$ cat src/rtl/alu_pkg.sv
// Shared ALU issue definitions: unit select and function codes, MIPS opcodes/functs, and the held entry record.
// Referenced by alu_issue_decode and alu_issue_stage.
package alu_pkg;

    localparam int DW = 32;

    localparam logic [1:0] SEL_ARITH = 2'b00;
    localparam logic [1:0] SEL_LOGIC = 2'b01;
    localparam logic [1:0] SEL_SHIFT = 2'b10;
    localparam logic [1:0] SEL_CMP   = 2'b11;

    localparam logic [3:0] FT_AND   = 4'b1000;
    localparam logic [3:0] FT_OR    = 4'b1110;
    localparam logic [3:0] FT_XOR   = 4'b0110;
    localparam logic [3:0] FT_NOR   = 4'b0001;
    localparam logic [3:0] FT_PASSA = 4'b1010;
    localparam logic [3:0] FT_ADD   = 4'b0010;
    localparam logic [3:0] FT_ADDU  = 4'b0000;
    localparam logic [3:0] FT_SUB   = 4'b0011;
    localparam logic [3:0] FT_SUBU  = 4'b0001;
    localparam logic [3:0] FT_SLT   = 4'b0000;
    localparam logic [3:0] FT_SLTU  = 4'b0001;
    localparam logic [3:0] FT_SLL   = 4'b0000;
    localparam logic [3:0] FT_SRL   = 4'b0001;
    localparam logic [3:0] FT_SRA   = 4'b0011;

    localparam logic [5:0] OP_RTYPE = 6'h00;
    localparam logic [5:0] OP_ADDI  = 6'h08;
    localparam logic [5:0] OP_ADDIU = 6'h09;
    localparam logic [5:0] OP_SLTI  = 6'h0A;
    localparam logic [5:0] OP_SLTIU = 6'h0B;
    localparam logic [5:0] OP_ANDI  = 6'h0C;
    localparam logic [5:0] OP_ORI   = 6'h0D;
    localparam logic [5:0] OP_XORI  = 6'h0E;
    localparam logic [5:0] OP_LUI   = 6'h0F;

    localparam logic [5:0] FN_SLL  = 6'h00;
    localparam logic [5:0] FN_SRL  = 6'h02;
    localparam logic [5:0] FN_SRA  = 6'h03;
    localparam logic [5:0] FN_ADD  = 6'h20;
    localparam logic [5:0] FN_ADDU = 6'h21;
    localparam logic [5:0] FN_SUB  = 6'h22;
    localparam logic [5:0] FN_SUBU = 6'h23;
    localparam logic [5:0] FN_AND  = 6'h24;
    localparam logic [5:0] FN_OR   = 6'h25;
    localparam logic [5:0] FN_XOR  = 6'h26;
    localparam logic [5:0] FN_NOR  = 6'h27;
    localparam logic [5:0] FN_SLT  = 6'h2A;
    localparam logic [5:0] FN_SLTU = 6'h2B;

    typedef struct packed {
        logic [1:0]    sel;
        logic [3:0]    ft;
        logic [DW-1:0] a;
        logic [DW-1:0] b;
        logic          illegal;
    } entry_t;

    localparam int ENTRY_W = $bits(entry_t);

    typedef enum logic [1:0] {
        ST_EMPTY = 2'd0,
        ST_FULL  = 2'd1,
        ST_SKID  = 2'd2
    } state_t;

endpackage

$ cat src/rtl/alu_issue_decode.sv
// Combinational MIPS opcode/funct decode into ALU unit select, function code and operands A/B.
// Zero latency, no state; unknown encodings become an illegal pass-A of zero.
module alu_issue_decode
    import alu_pkg::*;
(
    input  logic [5:0]    i_opcode,
    input  logic [5:0]    i_funct,
    input  logic [4:0]    i_shamt,
    input  logic [15:0]   i_imm16,
    input  logic [DW-1:0] i_rs,
    input  logic [DW-1:0] i_rt,
    output logic [1:0]    o_sel,
    output logic [3:0]    o_ft,
    output logic [DW-1:0] o_a,
    output logic [DW-1:0] o_b,
    output logic          o_illegal
);

    logic [DW-1:0] w_sext;
    logic [DW-1:0] w_zext;

    assign w_sext = {{16{i_imm16[15]}}, i_imm16};
    assign w_zext = {16'h0000, i_imm16};

    always_comb begin
        o_sel     = SEL_LOGIC;
        o_ft      = FT_PASSA;
        o_a       = '0;
        o_b       = '0;
        o_illegal = 1'b1;
        case (i_opcode)
            OP_RTYPE: begin
                o_a       = i_rs;
                o_b       = i_rt;
                o_illegal = 1'b0;
                case (i_funct)
                    FN_AND:  o_ft = FT_AND;
                    FN_OR:   o_ft = FT_OR;
                    FN_XOR:  o_ft = FT_XOR;
                    FN_NOR:  o_ft = FT_NOR;
                    FN_ADD:  begin o_sel = SEL_ARITH; o_ft = FT_ADD;  end
                    FN_ADDU: begin o_sel = SEL_ARITH; o_ft = FT_ADDU; end
                    FN_SUB:  begin o_sel = SEL_ARITH; o_ft = FT_SUB;  end
                    FN_SUBU: begin o_sel = SEL_ARITH; o_ft = FT_SUBU; end
                    FN_SLT:  begin o_sel = SEL_CMP;   o_ft = FT_SLT;  end
                    FN_SLTU: begin o_sel = SEL_CMP;   o_ft = FT_SLTU; end
                    FN_SLL:  begin o_sel = SEL_SHIFT; o_ft = FT_SLL; o_a = {27'b0, i_shamt}; end
                    FN_SRL:  begin o_sel = SEL_SHIFT; o_ft = FT_SRL; o_a = {27'b0, i_shamt}; end
                    FN_SRA:  begin o_sel = SEL_SHIFT; o_ft = FT_SRA; o_a = {27'b0, i_shamt}; end
                    default: begin o_a = '0; o_b = '0; o_illegal = 1'b1; end
                endcase
            end
            OP_ANDI:  begin o_illegal = 1'b0; o_ft = FT_AND; o_a = i_rs; o_b = w_zext; end
            OP_ORI:   begin o_illegal = 1'b0; o_ft = FT_OR;  o_a = i_rs; o_b = w_zext; end
            OP_XORI:  begin o_illegal = 1'b0; o_ft = FT_XOR; o_a = i_rs; o_b = w_zext; end
            OP_ADDI:  begin o_illegal = 1'b0; o_sel = SEL_ARITH; o_ft = FT_ADD;  o_a = i_rs; o_b = w_sext; end
            OP_ADDIU: begin o_illegal = 1'b0; o_sel = SEL_ARITH; o_ft = FT_ADDU; o_a = i_rs; o_b = w_sext; end
            OP_SLTI:  begin o_illegal = 1'b0; o_sel = SEL_CMP;   o_ft = FT_SLT;  o_a = i_rs; o_b = w_sext; end
            OP_SLTIU: begin o_illegal = 1'b0; o_sel = SEL_CMP;   o_ft = FT_SLTU; o_a = i_rs; o_b = w_sext; end
            // LUI rides the logic unit as pass-A with the shifted immediate in A
            OP_LUI:   begin o_illegal = 1'b0; o_a = {i_imm16, 16'h0000}; end
            default:  ;
        endcase
    end

endmodule

$ cat src/rtl/alu_issue_stage.sv
// ID/EX issue register: decodes into A/B/sel/ft and holds it in a main+skid valid/ready stage (ALU_ISSUE_FORWARD_EN adds operand forwarding).
// One cycle latency; in_ready is registered and drops only when the skid entry is occupied.
module alu_issue_stage
    import alu_pkg::*;
#(
    parameter int DW_P = 32
) (
    input  logic            clk,
    input  logic            reset,
    input  logic            flush,
    input  logic            in_valid,
    output logic            in_ready,
    input  logic [5:0]      opcode,
    input  logic [5:0]      funct,
    input  logic [4:0]      shamt,
    input  logic [15:0]     imm16,
    input  logic [DW_P-1:0] rs_data,
    input  logic [DW_P-1:0] rt_data,
`ifdef ALU_ISSUE_FORWARD_EN
    input  logic [4:0]      rs_addr,
    input  logic [4:0]      rt_addr,
    input  logic            fwd_valid,
    input  logic [4:0]      fwd_addr,
    input  logic [DW_P-1:0] fwd_data,
`endif
    output logic            out_valid,
    input  logic            out_ready,
    output logic [DW_P-1:0] alu_a,
    output logic [DW_P-1:0] alu_b,
    output logic [1:0]      alu_sel,
    output logic [3:0]      alu_ft,
    output logic            alu_illegal
);

    logic [DW-1:0] w_rs;
    logic [DW-1:0] w_rt;
    entry_t        w_entry;
    entry_t        r_main;
    entry_t        r_skid;
    state_t        r_state;
    state_t        w_state_nxt;
    logic          r_in_ready;
    logic          w_in_xfer;
    logic          w_out_xfer;
    logic          w_load_main;
    logic          w_load_skid;
    logic          w_main_from_skid;

`ifdef ALU_ISSUE_FORWARD_EN
    // Register zero is never forwarded
    assign w_rs = (fwd_valid && (fwd_addr != 5'd0) && (fwd_addr == rs_addr)) ? fwd_data : rs_data;
    assign w_rt = (fwd_valid && (fwd_addr != 5'd0) && (fwd_addr == rt_addr)) ? fwd_data : rt_data;
`else
    assign w_rs = rs_data;
    assign w_rt = rt_data;
`endif

    alu_issue_decode u_decode (
        .i_opcode  (opcode),
        .i_funct   (funct),
        .i_shamt   (shamt),
        .i_imm16   (imm16),
        .i_rs      (w_rs),
        .i_rt      (w_rt),
        .o_sel     (w_entry.sel),
        .o_ft      (w_entry.ft),
        .o_a       (w_entry.a),
        .o_b       (w_entry.b),
        .o_illegal (w_entry.illegal)
    );

    assign w_in_xfer  = in_valid && r_in_ready;
    assign w_out_xfer = (r_state != ST_EMPTY) && out_ready;

    always_comb begin
        w_state_nxt      = r_state;
        w_load_main      = 1'b0;
        w_load_skid      = 1'b0;
        w_main_from_skid = 1'b0;
        case (r_state)
            ST_EMPTY: begin
                if (w_in_xfer) begin
                    w_state_nxt = ST_FULL;
                    w_load_main = 1'b1;
                end
            end
            ST_FULL: begin
                if (w_in_xfer && w_out_xfer) begin
                    w_load_main = 1'b1;
                end else if (w_out_xfer) begin
                    w_state_nxt = ST_EMPTY;
                end else if (w_in_xfer) begin
                    w_state_nxt = ST_SKID;
                    w_load_skid = 1'b1;
                end
            end
            ST_SKID: begin
                if (w_out_xfer) begin
                    w_state_nxt      = ST_FULL;
                    w_main_from_skid = 1'b1;
                end
            end
            default: w_state_nxt = ST_EMPTY;
        endcase
        if (flush) begin
            w_state_nxt      = ST_EMPTY;
            w_load_main      = 1'b0;
            w_load_skid      = 1'b0;
            w_main_from_skid = 1'b0;
        end
    end

    always_ff @(posedge clk) begin
        if (reset) begin
            r_state    <= ST_EMPTY;
            r_in_ready <= 1'b0;
            r_main     <= '0;
            r_skid     <= '0;
        end else begin
            r_state    <= w_state_nxt;
            r_in_ready <= (w_state_nxt != ST_SKID);
            if (w_load_main) begin
                r_main <= w_entry;
            end else if (w_main_from_skid) begin
                r_main <= r_skid;
            end
            if (w_load_skid) begin
                r_skid <= w_entry;
            end
        end
    end

    assign in_ready    = r_in_ready;
    assign out_valid   = (r_state != ST_EMPTY);
    assign alu_a       = r_main.a;
    assign alu_b       = r_main.b;
    assign alu_sel     = r_main.sel;
    assign alu_ft      = r_main.ft;
    assign alu_illegal = r_main.illegal;

endmodule

$ cat config.mk
export PLATFORM = sky130hd
export DESIGN_NAME = alu_issue_stage
export DESIGN_NICKNAME = d
export VERILOG_FILES = /design/src/rtl/alu_pkg.sv /design/src/rtl/alu_issue_decode.sv /design/src/rtl/alu_issue_stage.sv
export SDC_FILE = /design/constraint.sdc
export NUM_CORES = 1
export LEC_CHECK = 0
export BUFFER_PORTS_ARGS = -buffer_cell sky130_fd_sc_hd__buf_2
export CORE_MARGIN = 2
export CORE_UTILIZATION = 29
export DETAILED_ROUTE_END_ITERATION = 7
export SYNTH_ARGS = -nofsm -noshare
export SYNTH_HDL_FRONTEND = slang
export SYNTH_HIERARCHICAL = 1
export SYNTH_SLANG_ARGS = --single-unit
$ cat constraint.sdc
create_clock -name clk -period 5.3 [get_ports clk]
set_clock_uncertainty 0.05 [all_clocks]
set_input_delay 0.53 -clock clk [delete_from_list [all_inputs] [get_ports clk]]
set_output_delay 0.53 -clock clk [all_outputs]
set_load 0.05 [all_outputs]
==> impl_metrics.py <==
metrics = {
    "final_layout": {
        "final_common_cell": "nand2_1",
        "fill_cells": 2525,
        "seqCellArea_um2": 2903,
        "final_layout_size_suffix_gt1_share_pct": 31.50,
        "fin_nets": 1108,
        "final_cell_mix": "nand2_1, buf_2, dfxtp_1, nor2_1, a21oi_1",
        "multi_input_area_um2": 3921,
        "area_growth_pct": 22.29,
        "fin_util_pct": 36.18,
    },
    "yosys": {
        "synth_fp_nets": 987,
        "synth_cell_type_count": 51,
        "synth_area_um2": 7196,
        "synth_area_per_cell_um2": 8.131,
        "synthesis.instances": 885,
        "seq_area_frac_synth_pct": 40.34,
        "yosys_warnings": 6,
        "synth_edf_count": 0,
        "yosys_register_bits": 145,
        "synth-main-ff-cell": "dfxtp_1",
        "async_reset_ff_share_pct": 0,
    },
    "clocking": {
        "insertion_delay_ns": 0.41,
        "cts_made_buffers": 17,
        "cts.sinks": 145,
        "clock_path_buffers": 2,
        "cts_tree": "yes",
        "postCtsSetupRepairBufs": 0,
        "clk_pin_slew_ns": 0.06,
        "cts_resized": 0,
        "ctsHoldBuffers": 0,
        "cts_max_level": 4,
        "cts-root-buf": "clkbuf_16",
    },
    "timing": {
        "finalSetupViolCount": 0,
        "period_share_pct": 53.42,
        "worst_pin_slew_ns": 1.175,
        "setup_tns_ns": 0,
        "timing.fmax_ghz": 0.3532,
        "slew_viol_final": 0,
        "rsz0062_at_grt": "no",
        "whs_ns": 0.3584,
        "fin_crit_ns": 2.831,
        "slew_headroom_pct": 21.14,
        "hold_viol": 0,
    },
    "die": {
        "die_area_um2": 26090,
        "fp.dieW_um": 161.5,
        "rows": 57,
        "dieHeight_um": 161.5,
        "boundaryPins": 175,
        "start_util_pct": 29.59,
        "coreArea_um2": 24320,
    },
    "place": {
        "place_congestion": 0.9325,
        "hpwl_um": 14880,
        "io_buffers": 174,
    },
    "power": {
        "ir_worst_vdd_uv": 175.4,
        "powerDensity_nw_per_um2": 313.4,
        "leakagePower_nw": 3.270,
    },
    "worst_setup_path": {
        "cp_max_fo": 32,
        "cp.required_ns": 5.57,
        "crit_type": "input pin to flip-flop",
        "rrSetupSlack_ns": 2.71,
        "startpoint_type": "input pin",
        "endpoint_kind": "flip-flop",
        "path_cells": "buf_2, or3b_2, a31oi_2, o21bai_4, a22o_2, nor2_1, a311oi_2",
        "rr_worst_depth": 5,
        "reg2reg_from": "r_state[0]$_SDFF_PP0_",
        "cp_slowest_stage_delay_ns": 0.70,
        "crit_slowest_cell": "a31oi_2",
        "r2r_end": "alu_b[20]$_SDFFE_PP0P_",
        "cp.arrival_ns": 3.10,
    },
    "global_route": {
        "grt_max_degree": 103,
        "grt_pass1_wl_um": 36290,
        "grt_pass1_vias": 6502,
        "grt-ovfl-total": 0,
        "grt_antenna_before_repair": 2,
        "track_usage_pct": 17.66,
    },
    "min_path": {
        "hold_start": "flush",
        "whs_path_depth": 2,
        "holdPathEnd": "r_state[0]$_SDFF_PP0_",
        "hold_class": "input pin to flip-flop",
    },
    "route": {
        "ant_nets": 0,
        "vias_per_cell": 5.066,
        "first_pass_iters": 5,
        "wl_per_cell_um": 17.25,
        "drc_errors": 0,
        "vias": 6814,
        "routed_wl_um": 23200,
        "dr.first_iter.drc_count": 547,
    },
    "job": {
        "drv_cap": 0,
    },
    "run_status": {
        "status": "complete, no violations",
    },
}
-- per-layer routing --
layer	up-vias	global-route usage, %	wire length, um
met3	36	4.314	1399
li1	3313	-	-
met4	0	6.778	604
met5	-	0	0
met2	191	27.43	10560
met1	3274	23.66	10630
-- state kept, by name, summed over array words and instances (netlist names) --
name	count
alu_sel	2
in_ready	1
alu_illegal	1
alu_a	32
r_skid	71
alu_b	32
r_state	2
alu_ft	4
-- kinds of logic (layout without fill, tap and decap cells) --
group           after synthesis  in the layout  share of synthesized area [%]
mux                           2              2                         0.2782
other cells                   0              2                              0
simple gates                436            436                          25.09
xor+xnor                      1              1                         0.1217
flops                       145            145                          40.34
compound gates              219            219                          28.50
buf+inv                      82            216                          5.668
-- Yosys cell counts (all sizes together), types with 2 or more instances --
master,n,area share [%]
nor3,5,0.50
nand2b,9,0.78
nor4,3,0.47
a22o,22,3.1
nor2b,3,0.26
or4,2,0.26
and2,11,0.96
nand2,306,16
buf,20,2.4
a31oi,2,0.26
or3,3,0.35
nand3,3,0.21
a32oi,2,0.24
a21oi,76,5.3
nand3b,2,0.21
a32o,16,2.2
a311oi,71,15
o21ai,19,1.3
dfxtp,145,40
o22ai,2,0.17
and3b,2,0.24
mux2i,2,0.28
clkbuf,61,3.2
nor2,82,4.3
-- stage by stage --
stage | setup slack, ns | instance area [um2] | power [mW] | std cells
floorplan | 2.825 | 7196 | 1.399 | 885
global placement | 2.105 | 8178 | 1.506 | 1311
detailed placement | 2.134 | 8178 | 1.506 | 1311
CTS | 2.554 | 8795 | 2.788 | 1343
global route | 2.366 | 8800 | 2.859 | 1345
finish | 2.469 | 8800 | 2.758 | 1345
-- critical path, delay by kind of cell --
kind	cells	cell delay (ns)
and+or+nand+nor	2	0.57
AOI/OAI and AO/OA	4	1.81
buffers and inverters	1	0.19
-- power breakdown --
group	switching (mW)	internal [mW]
Clock	0.516	0.759
Sequential	0.0151	1.12
Combinational	0.245	0.104
Total	0.776	1.98
-- area by class of cell --
class | count | area share, %
multi-input combinational | 658 | 44.56
sequential | 145 | 32.99
timing repair buffer | 183 | 10.74
clock buffer | 18 | 4.991
tap | 324 | 4.607
clock inverter | 14 | 2.019
antenna | 2 | 0.05687
inverter | 1 | 0.04266
-- worst max path at each step --
stage / from / end / slack (ns) / cells after the start
after global placement: opcode[3] / alu_a[31]$_SDFFE_PP0P_ / 2.10 / 7
after floorplan: opcode[1] / alu_a[16]$_SDFFE_PP0P_ / 2.82 / 8
after global routing: opcode[3] / alu_a[3]$_SDFFE_PP0P_ / 2.37 / 7
final: opcode[3] / alu_a[31]$_SDFFE_PP0P_ / 2.47 / 7
after CTS: opcode[3] / alu_a[31]$_SDFFE_PP0P_ / 2.55 / 7
after detailed placement: opcode[3] / alu_a[31]$_SDFFE_PP0P_ / 2.13 / 7
No activity file was read; power rests on OpenSTA's default activity.
